===== src/rtl/fifo_push_arbiter_if.sv =====
// Push-side bundle between NUM_REQ wide-word producers, the arbiter and one FIFO write port.
// master: producer/FIFO environment side; slave: the arbiter.
interface fifo_push_arbiter_if #(
  parameter int unsigned NUM_REQ  = 4,
  parameter int unsigned WIDTH_IN = 64
);
  localparam int unsigned ReqBits = (NUM_REQ > 1) ? $clog2(NUM_REQ) : 1;

  logic [NUM_REQ-1:0]          req;
  logic [NUM_REQ-1:0]          req_last;
  logic [NUM_REQ*WIDTH_IN-1:0] req_d;
  logic [NUM_REQ-1:0]          ack;
  logic                        fifo_push;
  logic [WIDTH_IN-1:0]         fifo_d;
  logic                        fifo_full;
  logic                        fifo_almost_full;
  logic [ReqBits-1:0]          owner;
  logic                        busy;

  modport master (
    output req, req_last, req_d, fifo_full, fifo_almost_full,
    input  ack, fifo_push, fifo_d, owner, busy
  );

  modport slave (
    input  req, req_last, req_d, fifo_full, fifo_almost_full,
    output ack, fifo_push, fifo_d, owner, busy
  );
endinterface


===== src/rtl/fifo_push_arbiter.sv =====
// Round-robin, burst-locked arbiter in front of a FIFO write port.
// One owner holds the port for up to BURST_MAX beats or until its packet ends or it withdraws;
// hand-off to the next pending requester happens without a bubble cycle. The FIFO write is
// registered and throttled so at most one push is ever in flight against almost_full.
module fifo_push_arbiter #(
  parameter int unsigned NUM_REQ   = 4,
  parameter int unsigned WIDTH_IN  = 64,
  parameter int unsigned BURST_MAX = 4
) (
  input logic                clk,
  input logic                rst_n,
  fifo_push_arbiter_if.slave arb_io
);
  localparam int unsigned ReqBits = (NUM_REQ > 1) ? $clog2(NUM_REQ) : 1;
  localparam int unsigned CntW    = $clog2(BURST_MAX) + 1;

  localparam logic [CntW-1:0]    BurstMaxC = CntW'(BURST_MAX);
  localparam logic [ReqBits-1:0] LastIdx   = ReqBits'(NUM_REQ - 1);

  typedef enum logic [0:0] {StIdle, StBurst} state_e;

  state_e              state_q;
  logic [ReqBits-1:0]  owner_q;
  logic [ReqBits-1:0]  rr_ptr_q;
  logic [CntW-1:0]     beat_cnt_q;
  logic                fifo_push_q;
  logic [WIDTH_IN-1:0] fifo_d_q;

  // Explicit wrap so non power-of-two NUM_REQ never indexes past the last requester.
  function automatic logic [ReqBits-1:0] wrap_inc(input logic [ReqBits-1:0] idx);
    return (idx == LastIdx) ? '0 : idx + ReqBits'(1);
  endfunction

  // First asserted request scanning start, start+1, ... (mod NUM_REQ).
  function automatic logic [ReqBits-1:0] rr_pick(input logic [ReqBits-1:0] start,
                                                 input logic [NUM_REQ-1:0] req);
    logic [ReqBits-1:0] idx;
    logic [ReqBits-1:0] res;
    logic               found;
    idx   = start;
    res   = start;
    found = 1'b0;
    for (int unsigned k = 0; k < NUM_REQ; k++) begin
      if (!found && req[idx]) begin
        res   = idx;
        found = 1'b1;
      end
      idx = wrap_inc(idx);
    end
    return res;
  endfunction

  logic                can_push;
  logic                own_req;
  logic                own_last;
  logic [WIDTH_IN-1:0] own_data;
  logic                accept;
  logic [CntW-1:0]     cnt_inc;
  logic                burst_end;
  logic [ReqBits-1:0]  rr_next;
  logic [NUM_REQ-1:0]  others;
  logic                pending;
  logic [ReqBits-1:0]  idle_pick;
  logic [ReqBits-1:0]  hand_pick;
  logic [NUM_REQ-1:0]  ack;

  // Beat acceptance, burst termination and next-owner selection.
  always_comb begin
    // A push already in flight may be the one that fills the FIFO, so almost_full blocks it.
    can_push  = !arb_io.fifo_full && !(arb_io.fifo_almost_full && fifo_push_q);
    own_req   = arb_io.req[owner_q];
    own_last  = arb_io.req_last[owner_q];
    own_data  = arb_io.req_d[owner_q*WIDTH_IN +: WIDTH_IN];
    accept    = (state_q == StBurst) && own_req && can_push;
    cnt_inc   = beat_cnt_q + CntW'(1);
    burst_end = (state_q == StBurst) &&
                (!own_req || (accept && (own_last || (cnt_inc == BurstMaxC))));
    rr_next   = wrap_inc(owner_q);
    others    = arb_io.req;
    others[owner_q] = 1'b0;
    // Old owner stays eligible only if its packet continues past this beat.
    pending   = (|others) || (own_req && !own_last);
    idle_pick = rr_pick(rr_ptr_q, arb_io.req);
    hand_pick = rr_pick(rr_next, arb_io.req);
    ack       = '0;
    if (accept) begin
      ack[owner_q] = 1'b1;
    end
  end

  // Arbiter state, owner bookkeeping and the registered FIFO write.
  always_ff @(posedge clk or negedge rst_n) begin
    if (!rst_n) begin
      state_q     <= StIdle;
      owner_q     <= '0;
      rr_ptr_q    <= '0;
      beat_cnt_q  <= '0;
      fifo_push_q <= 1'b0;
      fifo_d_q    <= '0;
    end else begin
      fifo_push_q <= accept;
      if (accept) begin
        fifo_d_q   <= own_data;
        beat_cnt_q <= cnt_inc;
      end
      case (state_q)
        StIdle: begin
          if (|arb_io.req) begin
            owner_q    <= idle_pick;
            beat_cnt_q <= '0;
            state_q    <= StBurst;
          end
        end
        StBurst: begin
          if (burst_end) begin
            rr_ptr_q <= rr_next;
            if (pending) begin
              owner_q    <= hand_pick;
              beat_cnt_q <= '0;
            end else begin
              state_q <= StIdle;
            end
          end
        end
        default: state_q <= StIdle;
      endcase
    end
  end

  assign arb_io.ack       = ack;
  assign arb_io.fifo_push = fifo_push_q;
  assign arb_io.fifo_d    = fifo_d_q;
  assign arb_io.owner     = owner_q;
  assign arb_io.busy      = (state_q == StBurst);

  // Throttling must never let a push land on a full FIFO.
  no_push_when_full: assert property (@(posedge clk) disable iff (!rst_n)
                                      !(fifo_push_q && arb_io.fifo_full));
endmodule

===== src/flat_wrapper.sv =====
// flat-port wrapper written by rule: the top's interface ports become plain ports
module fifo_push_arbiter_flat 
#(
  parameter int unsigned NUM_REQ   = 4,
  parameter int unsigned WIDTH_IN  = 64,
  parameter int unsigned BURST_MAX = 4
)
  (clk, rst_n, arb_io_req, arb_io_req_last, arb_io_req_d, arb_io_fifo_full, arb_io_fifo_almost_full, arb_io_ack, arb_io_fifo_push, arb_io_fifo_d, arb_io_owner, arb_io_busy);
  fifo_push_arbiter_if #(.NUM_REQ(NUM_REQ), .WIDTH_IN(WIDTH_IN)) arb_io_i ();
  input logic clk;
  input logic rst_n;
  input wire logic [$bits(arb_io_i.req)-1:0] arb_io_req;
  input wire logic [$bits(arb_io_i.req_last)-1:0] arb_io_req_last;
  input wire logic [$bits(arb_io_i.req_d)-1:0] arb_io_req_d;
  input wire logic [$bits(arb_io_i.fifo_full)-1:0] arb_io_fifo_full;
  input wire logic [$bits(arb_io_i.fifo_almost_full)-1:0] arb_io_fifo_almost_full;
  output wire logic [$bits(arb_io_i.ack)-1:0] arb_io_ack;
  output wire logic [$bits(arb_io_i.fifo_push)-1:0] arb_io_fifo_push;
  output wire logic [$bits(arb_io_i.fifo_d)-1:0] arb_io_fifo_d;
  output wire logic [$bits(arb_io_i.owner)-1:0] arb_io_owner;
  output wire logic [$bits(arb_io_i.busy)-1:0] arb_io_busy;
  assign arb_io_i.req = arb_io_req;
  assign arb_io_i.req_last = arb_io_req_last;
  assign arb_io_i.req_d = arb_io_req_d;
  assign arb_io_i.fifo_full = arb_io_fifo_full;
  assign arb_io_i.fifo_almost_full = arb_io_fifo_almost_full;
  assign arb_io_ack = arb_io_i.ack;
  assign arb_io_fifo_push = arb_io_i.fifo_push;
  assign arb_io_fifo_d = arb_io_i.fifo_d;
  assign arb_io_owner = arb_io_i.owner;
  assign arb_io_busy = arb_io_i.busy;
  fifo_push_arbiter #(.NUM_REQ(NUM_REQ), .WIDTH_IN(WIDTH_IN), .BURST_MAX(BURST_MAX)) u_core (.clk(clk), .rst_n(rst_n), .arb_io(arb_io_i));
endmodule

===== config.mk =====
export PLATFORM = sky130hd
export DESIGN_NAME = fifo_push_arbiter_flat
export DESIGN_NICKNAME = d
export VERILOG_FILES = /design/src/rtl/fifo_push_arbiter_if.sv /design/src/rtl/fifo_push_arbiter.sv /design/src/flat_wrapper.sv
export SDC_FILE = /design/constraint.sdc
export NUM_CORES = 1
export LEC_CHECK = 0
export ABC_AREA = 1
export BUFFER_PORTS_ARGS = -buffer_cell sky130_fd_sc_hd__buf_4
export CORE_ASPECT_RATIO = 1.2
export CORE_MARGIN = 2
export CORE_UTILIZATION = 30
export DETAILED_ROUTE_END_ITERATION = 6
export GPL_ROUTABILITY_DRIVEN = 0
export GPL_TIMING_DRIVEN = 0
export PLACE_DENSITY_LB_ADDON = 0.3
export SLEW_MARGIN = 20
export SYNTH_ARGS = -nofsm -noshare
export SYNTH_HDL_FRONTEND = slang
export SYNTH_SLANG_ARGS = --single-unit

===== constraint.sdc =====
create_clock -name clk -period 2.3 [get_ports clk]
set_input_delay 0.115 -clock clk [delete_from_list [all_inputs] [get_ports clk]]
set_output_delay 0.115 -clock clk [all_outputs]
set_load 0.005 [all_outputs]

== After elaboration in Yosys (flattened, before gate mapping) ==
Cells that the tools add are included.
Storage, ports and cells
  word-level logic and storage cells: 125
  output and inout port bits: 72
  flip-flop bits (word level): 73
  input port bits: 268
Cells by class
  add/sub/neg operators: 8
  bitwise gates (word level): 3
  equality and inequality tests: 11
  muxes and demuxes: 55
  $lt $le $gt $ge: 10
  shift-type cells: 1
  reductions and logical operators: 31
Operator list (count)
  $shiftx A256 B9 Y64: 1
  $mux W2: 16
  $lt A2 B3 Y1 const B: 9
  $bmux W1 S2: 10
  $mux W1: 20
  $add A2 B1 Y2 const B: 7
  $eq A2 B2 Y1 const B: 7
  $logic_and A1 B1 Y1: 14
  $mux W3: 4
  $logic_not A1 Y1: 10
  $reduce_or A4 Y1: 2
  $pmux W3 S2: 1
  $and A4 B4 Y4: 1
  $mux W4: 1
  $ne A2 B2 Y1 const B: 2
  $not A4 Y4: 1
  $pmux W2 S2: 1
  $add A3 B1 Y3 const B: 1
  $eq A3 B3 Y1 const B: 1
  $logic_or A1 B1 Y1: 3
  $reduce_and A3 Y1: 1
  $demux W1 S2: 1
  $ge A2 B1 Y1 const B: 1
  $ne A2 B1 Y1 const B: 1
  other kinds (3): 3

== Depth between registers and ports, before layout ==
Gate-level depths: netlist of run 1.
  word-level depth: 17
  mapped depth: 17
  depth with buffers taken out: 16

== Least setup slack after synthesis of run 1 ==
No wires, ideal clock.
  path kind: reg-to-reg
  start: register u_core.owner_q[0], in the netlist u_core.arb_io.owner[0]
  end: register u_core.owner_q[1], in the netlist u_core.arb_io.owner[1]
  library setup time: 0.117 ns
  path slack: -0.140 ns
  path buffers: 2
  stages on the path, launching flop included: 17
  required time: 2.183 ns
  clock period less this slack: 2.440 ns
  data arrival time: 2.324 ns
  cells stage by stage: dfrtp_1 -> inv_2 -> clkbuf_1 -> buf_1 -> ha_1 -> inv_1 -> nand2_1 -> nand2_1 -> nand2_1 -> nand2_2 -> nand3_1 -> nand2_1 -> inv_1 -> a21oi_1 -> nor2_1 -> nor2_1 -> nor2_1
Between the ends
  word-level cells in the longest chain between the ends: 17
  elaborated cells between the ends (all ways): 60
  those cells by class: add/sub (4); order compare (2); eq/ne (6); mux (27); bitwise (2); reduce/logical (19)
Ends and longest elaborated chain
  start, declared: line fifo_push_arbiter.sv:23  | logic [ReqBits-1:0] owner_q;
  start signal, assigned: line fifo_push_arbiter.sv:109  | owner_q <= idle_pick;
  start signal, assigned: line fifo_push_arbiter.sv:118  | owner_q <= hand_pick;
  $add A2 B1 Y2 or $eq A2 B2 Y1 (tied branches): line fifo_push_arbiter.sv:31  | return (idx == LastIdx) ? '0 : idx + ReqBits'(1);
  $mux W2 (*): line fifo_push_arbiter.sv:31
  net u_core.rr_next[1]: line fifo_push_arbiter.sv:60  | logic [ReqBits-1:0] rr_next;
  branches (longest 11 deep; another with $add A2 B1 Y2)
  $mux W2 (*): line fifo_push_arbiter.sv:44  | if (!found && req[idx]) begin
  $mux W2 (*): line fifo_push_arbiter.sv:117  | if (pending) begin
  $mux W2 (*): line fifo_push_arbiter.sv:115  | if (burst_end) begin
  $pmux W2 S2 (*): line fifo_push_arbiter.sv:106  | case (state_q)
Mark *: on every way through the listed nets, which the timed path passes. The select of a mux whose other input is x is not followed.
A chain may end at the register's enable or synchronous reset.

== Final worst setup path of run 1 ==
  start: register u_core.owner_q[1], in the netlist u_core.arb_io.owner[1]
  end: register u_core.owner_q[1], in the netlist u_core.arb_io.owner[1]
Same word-level chain as after synthesis.

==> results of run 1 <==
## critical path: stages, from the launching register on
cell,delay [ps]
dfrtp_2,360
inv_1,80
buf_8,160
clkbuf_8,170
ha_4,320
clkinv_4,90
nand2_1,70
nand2_1,80
nand2_1,80
nand2_2,70
nor2_1,120
nand3_1,100
a21oi_1,150
nor2_1,60
nor2_1,80
nor2_1,40
## per-stage QoR
step / util, % / instance area [um2] / setup slack (ps)
2_1_floorplan: - / 5240 / 41.8
3_3_place_gp: 47.5 / 8060 / -738
3_5_place_dp: 47.5 / 8060 / -718
4_1_cts: 49.2 / 8360 / 10.2
5_1_grt: 49.4 / 8390 / -68.7
6_report: 49.4 / 8390 / 155
## area by class of cell
class | instances | area (um2)
Fill cell | 1772 | 8590
Tap cell | 216 | 270
Sequential cell | 73 | 1830
Buffer | 58 | 280
Clock buffer | 11 | 253
Inverter | 26 | 103
Multi-Input combinational cell | 685 | 3080
Clock inverter | 1 | 5.00
Timing Repair Buffer | 341 | 2560
## power by group through the flow
stage	Combinational, mW	Sequential [mW]	Clock (mW)
3_3_place_gp	7.15	2.32	0
3_5_place_dp	7.22	2.32	0
2_1_floorplan	4.32	2.30	0
6_report	7.37	2.32	1.28
4_1_cts	7.31	2.31	1.31
5_1_grt	8.26	2.39	1.36
## final timing paths
| kind | start | endpoint | slack (ps) |
|---|---|---|---|
| max reg2reg | u_core.arb_io.owner[1] | u_core.arb_io.owner[1] | 160 |
| min in group asynchronous | rst_n | u_core.arb_io.fifo_d[20] | 480 |
| max | u_core.arb_io.owner[1] | u_core.arb_io.owner[1] | 160 |
| min reg2reg | u_core.arb_io.fifo_d[42] | u_core.arb_io.fifo_d[42] | 480 |
| min | arb_io_req[0] | u_core.arb_io.busy | 140 |
| max in group asynchronous | rst_n | u_core.arb_io.owner[1] | 1140 |
## cells by family after synthesis
logic type               after synthesis  share of synthesized area, %
buffers and inverters                 86                          6.61
AO/OA/AOI/OAI                        210                          21.7
adder cells (fa/ha/maj)                7                          1.67
AND/OR/NAND/NOR                      466                          34.9
flip-flops                            73                          34.9
XOR/XNOR                               2                         0.334
## registers in the layout (all words and copies together), names as in the netlist
register,flops
u_core.beat_cnt_q,3
u_core.arb_io.busy,1
u_core.arb_io.owner,2
u_core.arb_io.fifo_push,1
u_core.arb_io.fifo_d,64
u_core.rr_ptr_q,2
## cells in the final DEF (no fill, tap or decap), types with 3 or more instances in the layout
cell / n
nand2_2: 4
clkbuf_16: 9
buf_2: 7
o22ai_1: 64
inv_2: 6
nand2_1: 283
o21ai_1: 5
buf_4: 342
nand3_1: 26
dfrtp_1: 71
clkbuf_8: 3
o21ai_0: 134
nor2_1: 144
a21oi_1: 6
inv_1: 19
clkbuf_1: 44
ha_1: 6
## repair_timing
action,CTS,global route
pin swaps,0,1
endpoints found under the setup margin,9,10
hold endpoints to repair,73,0
setup buffers,1,0
gates resized for setup,11,8
hold buffers,1,0
## layer usage
metal	GRT usage [%]	vias up	wire, um
met3	5.16	57	1780
li1	-	3474	-
met4	11.0	0	801
met1	31.1	3365	9810
met2	44.3	329	12100
met5	0	-	0
==> metrics.cfg, run 1 <==
[yosys]
yosys-top-cells-area=dfrtp_1 35%, nand2_1 20%, o21ai_0 13%, nor2_1 10%, o22ai_1 7.6%
seq_area_frac_synth_pct=34.9
synth_cell_types=26
synth_nets=1119
synth_flop_cell=dfrtp_1
yosysMostFrequentCell=nand2_1
synth_enable_flop_cells=0
synth_largest_area_cell=dfrtp_1
ys_seq_elements=73
postSynthCellCount=844
ys_async_sr_fraction_pct=100
synth_top_area_share_pct=34.9
yosys-top-cells-count=283 x nand2_1, 144 x nor2_1, 134 x o21ai_0
yosys_warnings=0
synthesis.area_mm2=0.00524
synth_area_per_cell_um2=6.21

[sta]
max_slew.worst_pin.slew_ps=955
hold_slack_ps=137
relSlewSlack_pct=36.4
setup_violations=0
fmax_ghz=0.466
finClkSkew_ps=8.94
hold_violations=0
slew_violations=0
post-route-min-period_ps=2140
fin_setup_tns_ps=0
rsz0062_at_grt=true
period_share_pct=93.2

[finish]
layout-drive-gt1-share_pct=32.3
diodes=0
final_nets=1469
instances_no_fill=1411
area_growth_pct=60.1

[floorplan]
coreArea_mm2=0.0170
ios=340
die_y_um=149
start_util_pct=30.9
die_area_mm2=0.0185
num_rows=52
die_w_um=125

[clocking]
cts_tree=yes
cts_root_buf=clkbuf_16
clockBufferDepth=2
cts_sinks=73
numCtsBuffers=9
clk_latency_ps=340
clkTransAtPathRegs_ps=50
htree_levels=3

[critical_path]
reg2regPathDepth=15
required_ps=2520
critPathKind=reg2reg
cp-end-kind=flip-flop
cp_data_arrival_time_ps=2360
cp_max_fo=11
start_kind=flip-flop

[route]
drt-initial-drc-count=449
post_drt_wl_per_cell_um=17.3
drc=0
vias=7225
vias_per_cell=5.12
ant_nets=0
first_pass_iters=7
wirelength_um=24500

[pwr]
pwr-share-clk_pct=11.7
switchingPower_mw=5.39
swShare_pct=49.2
power.total_mw=11.0
power_density_mw_per_mm2=1310
seq_power_share_pct=21.1
combPwrFrac_pct=67.2
internal-power_mw=5.58
leakage_nw=4.39
peakVddDrop_mv=0.438

[global_routing]
grt_max_degree=74
grt_first_pass_wirelength_um=37300
grtUsageTotal_pct=25.6
grt_pass1_vias=7003
gr-total-overflow=0
grt_antenna_before_repair=0

[worst_hold_path]
hp-class=in2reg
min_path_cells=3

[placed_design]
dp.cells=1399
port-buffer-count=339
dpl.hpwl_um=19100

[status]
status=completed

[flow_run]
cap_violations=0

(Power assumes the default switching activity.)
==> run 2: changes to the inputs <==
--- a/config.mk
+++ b/config.mk
@@ -7,7 +7,7 @@
 export LEC_CHECK = 0
 export ABC_AREA = 1
 export BUFFER_PORTS_ARGS = -buffer_cell sky130_fd_sc_hd__buf_4
-export CORE_ASPECT_RATIO = 1.2
+export CORE_ASPECT_RATIO = 0.75
 export CORE_MARGIN = 2
 export CORE_UTILIZATION = 30
 export DETAILED_ROUTE_END_ITERATION = 6
==> constraint.sdc (replaced) <==
create_clock -name clk -period 2.3 [get_ports clk]
set_input_delay 0.23 -clock clk [delete_from_list [all_inputs] [get_ports clk]]
set_output_delay 0.23 -clock clk [all_outputs]
set_load 0.005 [all_outputs]
==> run 2 against run 1 <==
Highest routed layer unchanged. Register-to-register slack improved by 40 ps. Non-clock buffer count rose by 4. Fmax grew 1.7%. Final area up 1.3%. Count of clock-buffer cells in the layout down 1. Cell count grew 2.0%. Via count fell by 1.2%. Die area barely moved.
==> metrics.cfg, run 2 (synthesized netlist as in run 1, its figures left out) <==
[route]
drc=0
drt-initial-drc-count=508
wirelength_um=23500
vias_per_cell=4.96
ant_nets=0
vias=7135
first_pass_iters=5
post_drt_wl_per_cell_um=16.4

[clocking]
cts_sinks=73
cts_tree=yes
clockBufferDepth=2
clk_latency_ps=340
numCtsBuffers=9
cts_root_buf=clkbuf_16
clkTransAtPathRegs_ps=60
htree_levels=3

[floorplan]
start_util_pct=30.9
die_w_um=157
die_y_um=118
num_rows=41
die_area_mm2=0.0186
coreArea_mm2=0.0170
ios=340

[placed_design]
port-buffer-count=339
dpl.hpwl_um=18100
pre_cts_ws_ps=-886
dp.cells=1419

[sta]
relSlewSlack_pct=52.0
fmax_ghz=0.474
hold_violations=0
max_slew.worst_pin.slew_ps=720
period_share_pct=91.7
fin_setup_tns_ps=0
post-route-min-period_ps=2110
setup_violations=0
finalWorstSetupSlack_ps=192
slew_violations=0
finClkSkew_ps=9.90

[critical_path]
cp-end-kind=flip-flop
worst_path_max_delay_cell=dfrtp_2
start_kind=flip-flop
reg2reg_from=u_core.arb_io.owner[0]
crit_chain=buf_6 -> nand2_1 -> nand3_1 -> nand2_1 -> inv_2 -> nand2_2 -> buf_4 -> inv_2 -> buf_2 -> buf_2 -> nand2_1 -> nand2_1
critPathTopFamily=buffers and inverters
path_buf_inv=6
critPathKind=reg2reg
cp_data_arrival_time_ps=2380
required_ps=2580
cp_max_fo=10
cp-startpoint=u_core.arb_io.owner[0]
slowest_delay_ps=430
crit_path_frequent_cell=nand2_1

[flow_run]
cap_violations=0

[pwr]
power.total_mw=11.0
power_density_mw_per_mm2=1300
leakage_nw=4.43
peakVddDrop_mv=0.462

[finish]
fillCellCount=1721
diodes=0
multi_input_area_mm2=0.00309
area_growth_pct=62.1
instances_no_fill=1439
final_nets=1473
final_common_cell=buf_4
finish.utilization_pct=50.0
layout-drive-gt1-share_pct=33.1
largest_reg_flops=64
regArea_mm2=0.00183
layout_common_cells=345 x buf_4, 283 x nand2_1, 143 x nor2_1

[global_routing]
gr-total-overflow=0
grtUsageTotal_pct=24.7
grt_max_degree=74
grt_pass1_vias=6810
grt_antenna_before_repair=0
grt_first_pass_wirelength_um=35800

[status]
status=completed

[worst_hold_path]
worstHoldStart=arb_io_req[0]
hp-class=in2reg

## run 2: cell types whose count changed in the layout (fill, tap and decap cells not counted), sizes merged
cell | before | now
clkinv | 2 | 4
inv | 25 | 27
clkbuf | 57 | 55
clkinvlp | 0 | 1
buf | 352 | 357
## run 2: per-stage QoR
stage / cell area [um2] / hold slack, ps
global placement: 8080 / 401
floorplan: 5240 / -65.6
CTS: 8410 / 91.1
finish: 8500 / 245
detailed placement: 8080 / 456
global route: 8500 / 241
## run 2: final timing paths
| check | to | slack, ps | depth (start not counted) |
|---|---|---|---|
| hold / removal | u_core.arb_io.busy | 240 | 3 |
| min in group asynchronous | u_core.arb_io.fifo_d[52] | 380 | 2 |
| max in group asynchronous | u_core.arb_io.owner[1] | 1330 | 3 |
| hold reg to reg | u_core.arb_io.fifo_d[41] | 480 | 2 |
| setup reg to reg | u_core.arb_io.fifo_d[36] | 190 | 12 |
| setup / recovery | u_core.arb_io.fifo_d[36] | 190 | 12 |
## run 2: layout make-up
cell class | instances | share of cell area (%)
timing repair buffer | 346 | 30.9
inverter | 26 | 1.21
clock inverter | 6 | 0.515
clock buffer | 10 | 2.70
buffer | 57 | 3.25
multi-input combinational | 685 | 36.4
sequential | 73 | 21.5
tap | 236 | 3.48
## run 2: metal layers
| metal | global-route usage (%) | routed length [um] |
|---|---|---|
| met1 | 29.6 | 9450 |
| met2 | 41.4 | 11200 |
| met3 | 8.76 | 2350 |
| met4 | 7.57 | 586 |
| met5 | 0 | 0 |
## run 2: power breakdown
part | switching [mW] | internal, mW
Clock | 0.589 | 0.735
Sequential | 0.404 | 1.91
Combinational | 4.45 | 2.96
Total | 5.44 | 5.61
## run 2: tightest hold or removal path, cell delays in order
cell and delay [ps]:
buf_4 130, nor3_1 70, a21oi_1 110
## run 2: timing repair
item / in CTS / in global routing
setup buffers: 3 / 1
cloned: 0 / 1
hold buffers: 0 / 1
resized for setup: 11 / 11
pin swaps: 1 / 0
endpoints found under the hold margin: 0 / 30
setup endpoints to repair: 12 / 16
